===== config.mk =====
export PLATFORM = sky130hd
export DESIGN_NAME = regfile_sb
export DESIGN_NICKNAME = d
export VERILOG_FILES = /design/src/rtl/regfile_sb_pkg.sv /design/src/rtl/regfile_sb_scoreboard.sv /design/src/rtl/regfile_sb.sv
export SDC_FILE = /design/constraint.sdc
export NUM_CORES = 1
export LEC_CHECK = 0
export CAP_MARGIN = 30
export CORE_UTILIZATION = 51
export DETAILED_ROUTE_END_ITERATION = 8
export PLACE_DENSITY = 0.82
export SLEW_MARGIN = 10
export SYNTH_ARGS = -nofsm -noshare
export SYNTH_HDL_FRONTEND = slang
export SYNTH_SLANG_ARGS = --single-unit

===== constraint.sdc =====
create_clock -name clk -period 1.76 [get_ports clk]
set_clock_uncertainty 0.1 [all_clocks]
set_input_delay 0.352 -clock clk [delete_from_list [all_inputs] [get_ports clk]]
set_output_delay 0.352 -clock clk [all_outputs]
set_load 0.005 [all_outputs]

===== src/rtl/regfile_sb_pkg.sv =====
// Shared defaults and types for the scoreboarded register file.
package regfile_sb_pkg;
    localparam int N_DEF    = 16;
    localparam int R_DEF    = 3;
    localparam int NR_DEF   = 2;
    localparam int ZERO_REG = 0;

    typedef logic [R_DEF-1:0] reg_addr_t;
    typedef logic [N_DEF-1:0] reg_data_t;
endpackage


===== src/rtl/regfile_sb_scoreboard.sv =====
// Per-register busy bits: an issue sets a bit, a writeback clears it.
// An issue wins over a writeback to the same register; entry 0 never goes busy.
module regfile_sb_scoreboard
    import regfile_sb_pkg::*;
#(
    parameter int R = R_DEF
) (
    input  logic            clk,
    input  logic            rst_n,
    input  logic            iss_valid,
    input  logic [R-1:0]    iss_rd,
    input  logic            we,
    input  logic [R-1:0]    wa,
    output logic [(1<<R)-1:0] busy_vec
);
    localparam int D = 1 << R;

    logic [D-1:0] r_busy;

    always_ff @(posedge clk or negedge rst_n) begin
        if (!rst_n) begin
            r_busy <= '0;
        end else begin
            r_busy[0] <= 1'b0;
            for (int i = 1; i < D; i++) begin
                if (iss_valid && iss_rd == R'(i))
                    r_busy[i] <= 1'b1;
                else if (we && wa == R'(i))
                    r_busy[i] <= 1'b0;
            end
        end
    end

    assign busy_vec = r_busy;
endmodule


===== src/rtl/regfile_sb.sv =====
// N-bit x 2**R register file, NR combinational read ports, one write port, busy scoreboard.
// Define REGFILE_SB_BYPASS_EN to forward the same-cycle writeback onto matching read ports.
module regfile_sb
    import regfile_sb_pkg::*;
#(
    parameter int N  = N_DEF,
    parameter int R  = R_DEF,
    parameter int NR = NR_DEF
) (
    input  logic              clk,
    input  logic              rst_n,
    input  logic              we,
    input  logic [R-1:0]      wa,
    input  logic [N-1:0]      wd,
    input  logic [NR*R-1:0]   ra,
    output logic [NR*N-1:0]   rd,
    output logic [NR-1:0]     rd_busy,
    input  logic              iss_valid,
    input  logic [R-1:0]      iss_rd,
    output logic              hazard,
    output logic [(1<<R)-1:0] busy_vec
);
    localparam int D = 1 << R;

    logic [N-1:0] r_rf [D];
    logic [D-1:0] w_busy;
    logic [R-1:0] w_ra [NR];
    logic [NR-1:0] w_fwd;

    // Entry 0 is only ever written by reset, so it reads back as zero.
    always_ff @(posedge clk or negedge rst_n) begin
        if (!rst_n) begin
            for (int i = 0; i < D; i++)
                r_rf[i] <= '0;
        end else if (we && wa != R'(ZERO_REG)) begin
            r_rf[wa] <= wd;
        end
    end

    regfile_sb_scoreboard #(.R(R)) u_sb (
        .clk       (clk),
        .rst_n     (rst_n),
        .iss_valid (iss_valid),
        .iss_rd    (iss_rd),
        .we        (we),
        .wa        (wa),
        .busy_vec  (w_busy)
    );

    genvar k;
    for (k = 0; k < NR; k++) begin : g_rd
        assign w_ra[k] = ra[k*R +: R];
`ifdef REGFILE_SB_BYPASS_EN
        assign w_fwd[k] = we && (wa != R'(ZERO_REG)) && (w_ra[k] == wa);
`else
        assign w_fwd[k] = 1'b0;
`endif
        assign rd[k*N +: N] = (w_ra[k] == R'(ZERO_REG)) ? '0 :
                              (w_fwd[k] ? wd : r_rf[w_ra[k]]);
        // A forwarded value is by definition ready, even if issue re-marks it.
        assign rd_busy[k] = w_busy[w_ra[k]] & ~w_fwd[k];
    end

    assign hazard   = |rd_busy;
    assign busy_vec = w_busy;
endmodule

==> flow_summary_export.csv, run 1 <==
group,metric,value,unit
outcome,run_status,"complete, but fails checks",
outcome,violations_in_the_final_reports,"setup timing",
synthesis,avgSynthCellArea,13.2,sq um
final_layout,syn_to_layout_area_delta,48.7,%
timing,final.period_utilization,121,%
detailed_routing,routed_wirelength,25600,um
final_layout,share_of_layout_cells_above_drive_strength_1,65.6,%
synthesis,ys_ff_latch,119,
synthesis,net_count_after_synthesis,542,
synthesis,synth_enable_flop_cells,0,
detailed_routing,dr.pass1.iters,5,
critical_path,critical_path.startpoint_type,"flip-flop",
detailed_routing,vias_per_cell,6.60,
floorplanning,std_cell_rows,41,
detailed_routing,drcViolationCount,0,
timing,max_slew_violation_count,0,
clocking,clock_pin_slew_on_the_worst_setup_and_hold_paths,0.05,ns
timing,grt_setup_unrepaired,"true",
placement,instance_count_after_placement_with_tap_cells_included,833,
critical_path,cell_family_contributing_the_most_delay_on_the_critical_path,"flip-flops",
synthesis,async_reset_ff_share,100,%
detailed_routing,wl_per_cell,28.1,um
critical_path,worstPathCellList,"buf_4, mux2_2, o22ai_2, o22ai_2, buf_2",
critical_path,critical_path.most_common_cell,"o22ai_2",
clocking,cts_made_buffers,17,
detailed_routing,routed-via-count,6024,
global_route,grt_pass1_wl,35700,um
critical_path,critPathRequiredTime,1.31,ns
timing,final_critical_path_setup_slack,-0.365,ns
placement,quantity_of_i_o_buffers_inserted_on_ports,73,
timing,totalNegativeSetupSlack,-9.92,ns
detailed_routing,initial_drc_count,605,
final_layout,utilization_after_layout,78.7,%
timing,setup_viol,35,
synthesis,syn-cell-area,0.00673,sq mm
global_route,global_route.usage.total,36.5,%
synthesis,netlist_top_cells_count,"dfrtp_1 (119), mux2_2 (112), mux2_4 (27)",
synthesis,seq_area_frac_synth,44.2,%
timing,fin_crit,2.13,ns
placement,preCtsSetupSlack,-1.05,ns
final_layout,post-route-cell-area,0.0100,sq mm
global_route,grt_start_max_net_pins,45,
global_route,grt_overflow_total,0,
flow_run,timing.max_cap.violations,0,
critical_path,critPathKind,"flip-flop to output pin",
critical_path,path_buf_inv,2,
clocking,cts_tree,"yes",
pwr,leakagePower,4.50,nW
floorplanning,ioPinCount,75,
final_layout,final_nets,762,
synthesis,synth_most_common_cell,"dfrtp_1",
placement,postPlaceCellArea,0.00843,sq mm
critical_path,arrival,1.67,ns
timing,hold-worst-slack,0.286,ns
worst_hold_path,hold_path.class,"input port to async pin",
pwr,vdd_drop_max,0.723,mV
floorplanning,die_height,117,um
clocking,clk-insertion-delay-late,0.42,ns
final_layout,instances_no_fill,913,
critical_path,cell_with_the_biggest_individual_delay_on_the_critical_path,"dfrtp_1",
global_route,antenna_found_initial,0,
synthesis,ys_warn_count,0,
floorplanning,floorplan.initialDensity,52.9,%
detailed_routing,antenna_viol_nets_final,0,
floorplanning,die_width,117,um
clocking,cts_root_buffer,"clkbuf_16",
clocking,number_of_h_tree_levels,4,
floorplanning,design.die.area,0.0137,sq mm
clocking,cts_buffer_depth,2,
floorplanning,floorplan.core_area,0.0127,sq mm
clocking,clock-sinks,119,
pwr,power_density,1130,mW/mm^2
critical_path,stage_delay_of_the_slowest_cell_on_the_critical_path,0.39,ns
synthesis,synth_top_flop_cell,"dfrtp_1",
synthesis,synth.top_cell.area_share,44.2,%
timing,finalHoldViolCount,0,
timing,max_freq,471,MHz
synthesis,syn-instance-count,510,
pwr,finalPower,11.3,mW
synthesis,synth.distinct_cells,37,
global_route,grt_pass1_vias,6538,
critical_path,worst-path-max-fanout,2,
placement,place_congestion,0.889,
synthesis,netlist_top_cells_area,"dfrtp_1 (44%), mux2_2 (19%), mux2_4 (6.0%)",
synthesis,yosysTopAreaCell,"dfrtp_1",
placement,final_hpwl_dp,12500,um
critical_path,crit_path_end_kind,"output pin",
final_layout,antenna_cells_inserted,0,
[cells in the final DEF (no fill, tap or decap), drive strengths merged, types with 2 or more instances in the layout]
master           n
buf            211
mux2           141
dfrtp          119
inv             25
clkdlybuf4s50   24
a221oi          23
a21oi           23
a211oi          23
clkbuf          22
o22ai           20
mux4            17
mux2i           17
nand2           12
nor2b            9
o22a             8
dlygate4sd2      7
nand2b           6
o21ai            6
clkinvlp         3
nand4b           3
bufinv           3
clkinv           3
nor2             2
a22oi            2
and4bb           2
[what timing repair did]
item	CTS	global route
hold endpoints to repair	21	0
endpoints found under the setup margin	42	35
resized for setup	285	50
cloned	2	0
pin swaps	47	27
setup buffers	35	13
hold buffers	1	0
[worst register-to-register path, stage by stage, from the launching register on]
cell and delay, ns:
dfrtp_1 0.41, buf_6 0.14, buf_4 0.13, mux2_2 0.28
[cell type report]
| cell class | instances | area [sq um] |
|---|---|---|
| Clock buffer | 22 | 494 |
| Clock inverter | 8 | 120 |
| Tap cell | 172 | 215 |
| Sequential cell | 119 | 2980 |
| Multi-Input combinational cell | 322 | 3930 |
| Fill cell | 690 | 2710 |
| Inverter | 26 | 101 |
| Timing Repair Buffer | 244 | 2170 |
[metal layers]
metal | vias up | part of all wire [%] | global-route usage (%) | wire (um)
met3 | 174 | 7.9 | 9.73 | 2010
met4 | 0 | 7.4 | 27.6 | 1910
met2 | 454 | 50 | 62.3 | 12800
li1 | 2376 | - | - | -
met5 | - | 0 | 0 | 0
met1 | 3020 | 35 | 39.0 | 8870
[path summary, 6_finish.rpt]
check | from | end | cells after the start | slack (ns)
worst max-delay path | u_sb.busy_vec[4] | hazard | 5 | -0.37
worst min-delay path | rst_n | r_rf[62] | 2 | 0.29
worst max register to register | r_rf[29] | r_rf[29] | 3 | 0.58
worst min register to register | r_rf[26] | r_rf[26] | 1 | 0.44
max in group asynchronous | rst_n | r_rf[13] | 3 | 0.71
min in group clk | r_rf[26] | r_rf[26] | 1 | 0.44
[registers in the layout (all words and copies together), names as in the netlist]
name / flops
u_sb.busy_vec: 7
r_rf: 112
[logic make-up after synthesis]
family          synth area share [%]
simple gates                    4.57
flops                           44.2
buf+inv                         6.30
compound gates                  11.1
other cells                   0.0557
mux                             33.8
[power breakdown]
| part | leakage (nW) | total (mW) | switching [mW] | internal [mW] |
|---|---|---|---|---|
| sequential | 1.42 | 3.91 | 0.565 | 3.34 |
| combinational | 2.77 | 3.76 | 1.59 | 2.16 |
| clock | 0.300 | 3.66 | 1.27 | 2.39 |
| total | 4.50 | 11.3 | 3.43 | 7.90 |
Note: power is estimated with default switching activity, not from simulation.
==> run 2, diff against run 1 <==
ABC_CLOCK_PERIOD_IN_PS = 1760   (was default)
REMOVE_ABC_BUFFERS = 1   (was default)
==> flow_summary_export.csv, run 2 (synthesized netlist as in run 1, its figures left out) <==
group,metric,value,unit
outcome,run_status,"complete, but fails checks",
outcome,violations_in_the_final_reports,"setup timing",
floorplanning,floorplan.core_area,0.0127,sq mm
global_route,grt_start_max_net_pins,36,
detailed_routing,dr.pass1.iters,5,
pwr,vdd_drop_max,0.863,mV
timing,max_freq,449,MHz
timing,totalNegativeSetupSlack,-9.89,ns
pwr,pwr-share-comb,34.7,%
placement,instance_count_after_placement_with_tap_cells_included,851,
clocking,clock_pin_slew_on_the_worst_setup_and_hold_paths,0.06,ns
final_layout,seq_area,0.00298,sq mm
clocking,clock-sinks,119,
final_layout,instances_no_fill,934,
critical_path,cell_with_the_biggest_individual_delay_on_the_critical_path,"mux4_2",
final_layout,most_frequent_cells_in_the_layout,"buf_4 (146), dfrtp_1 (118), mux2_2 (91), mux2_4 (48), buf_2 (36)",
placement,postPlaceCellArea,0.00857,sq mm
clocking,cts_buffer_depth,2,
placement,place_congestion,0.869,
global_route,grt_overflow_total,0,
final_layout,syn_to_layout_area_delta,50.9,%
timing,final.period_utilization,126,%
global_route,global_route.usage.total,36.7,%
detailed_routing,initial_drc_count,530,
final_layout,post-route-cell-area,0.0102,sq mm
final_layout,final_nets,784,
detailed_routing,routed_wirelength,24800,um
critical_path,worstPathCellList,"mux4_2, nand2_2, o21ai_2, buf_2",
clocking,cts_root_buffer,"clkbuf_16",
detailed_routing,drcViolationCount,0,
floorplanning,die_width,117,um
final_layout,share_of_layout_cells_above_drive_strength_1,68.4,%
global_route,grt_pass1_vias,6479,
final_layout,antenna_cells_inserted,0,
global_route,grt_pass1_wl,36000,um
final_layout,final_common_cell,"buf_4",
critical_path,critical_path.startpoint_type,"flip-flop",
final_layout,largest_reg_flops,112,
detailed_routing,wl_per_cell,26.6,um
critical_path,arrival,1.77,ns
timing,finalHoldViolCount,0,
critical_path,worst-path-max-fanout,3,
clocking,cts_made_buffers,17,
pwr,power_frac_seq,34.8,%
final_layout,num-fill-cells,695,
detailed_routing,routed-via-count,6052,
timing,setup_viol,35,
pwr,netSwitchingFraction,30.3,%
floorplanning,floorplan.initialDensity,52.9,%
global_route,antenna_found_initial,0,
clocking,cts_tree,"yes",
critical_path,crit_path_end_kind,"output pin",
pwr,switchingPower,3.39,mW
pwr,leakagePower,4.57,nW
clocking,number_of_h_tree_levels,4,
timing,grt_setup_unrepaired,"true",
floorplanning,design.die.area,0.0137,sq mm
pwr,power_density,1100,mW/mm^2
critical_path,stage_delay_of_the_slowest_cell_on_the_critical_path,0.54,ns
critical_path,critPathRequiredTime,1.31,ns
clocking,clk-insertion-delay-late,0.43,ns
pwr,p_clk_share,30.5,%
pwr,finalPower,11.2,mW
critical_path,critPathKind,"flip-flop to output pin",
final_layout,biggest_register,"r_rf",
timing,fin_crit,2.23,ns
placement,final_hpwl_dp,12900,um
floorplanning,ioPinCount,75,
pwr,p_int,7.77,mW
critical_path,path_buf_inv,1,
detailed_routing,antenna_viol_nets_final,0,
flow_run,timing.max_cap.violations,0,
placement,quantity_of_i_o_buffers_inserted_on_ports,73,
critical_path,cell_family_contributing_the_most_delay_on_the_critical_path,"multiplexers",
floorplanning,die_height,117,um
timing,max_slew_violation_count,0,
timing,final_critical_path_setup_slack,-0.465,ns
detailed_routing,vias_per_cell,6.48,
worst_hold_path,hold_path.class,"input port to async pin",
floorplanning,std_cell_rows,41,
final_layout,area_occupied_by_multi_input_gates,0.00398,sq mm
-- run 2: final timing paths --
| path | startpoint | end | slack, ns | depth (start not counted) |
|---|---|---|---|---|
| setup / recovery | r_rf[63] | rd[31] | -0.47 | 4 |
| hold / removal | rst_n | r_rf[72] | 0.33 | 2 |
| setup reg to reg | r_rf[4] | r_rf[4] | 0.57 | 3 |
| hold reg to reg | r_rf[18] | r_rf[18] | 0.44 | 1 |
| max in group asynchronous | rst_n | u_sb.busy_vec[1] | 0.60 | 3 |
| min in group clk | r_rf[18] | r_rf[18] | 0.44 | 1 |
-- run 2: final cells by class --
| cell class | count | share of cell area (%) |
|---|---|---|
| multi-input combinational | 322 | 39.2 |
| sequential | 119 | 29.3 |
| timing repair buffer | 266 | 22.9 |
| clock buffer | 25 | 4.78 |
| tap | 172 | 2.12 |
| inverter | 26 | 0.997 |
| clock inverter | 4 | 0.690 |
-- run 2: power by group through the flow --
stage	sequential, mW	clock (mW)	combinational [mW]
floorplan	3.69	0	1.37
global placement	3.71	0	2.85
detailed placement	3.77	0	2.96
CTS	3.76	3.38	3.41
global route	3.91	3.53	4.06
finish	3.89	3.40	3.87
-- run 2: metrics by stage --
step | worst slack (ns) | hold WS, ns | utilization (%)
4_1_cts | -0.329 | 0.344 | 77.3
3_5_place_dp | -1.05 | 0.232 | 67.4
5_1_grt | -0.494 | 0.353 | 79.9
3_3_place_gp | -0.963 | 0.222 | 67.4
2_1_floorplan | 0.0565 | -0.0436 | -
6_report | -0.465 | 0.334 | 79.9
-- run 2: routing by layer --
metal	routed length, um	part of all wire [%]	GRT usage, %	vias up
li1	-	-	-	2428
met1	9110	37	42.6	3105
met2	12400	50	61.6	396
met3	2020	8.1	10.5	123
met4	1320	5.3	20.1	0
met5	0	0	0	-
-- run 2: what timing repair did --
| item | CTS | global route |
|---|---|---|
| setup buffers | 47 | 7 |
| gates resized for setup | 300 | 54 |
| hold buffers | 1 | 0 |
| setup endpoints to repair | 42 | 37 |
| hold endpoints to repair | 27 | 0 |
| pin swaps | 59 | 21 |
| gates cloned | 1 | 0 |
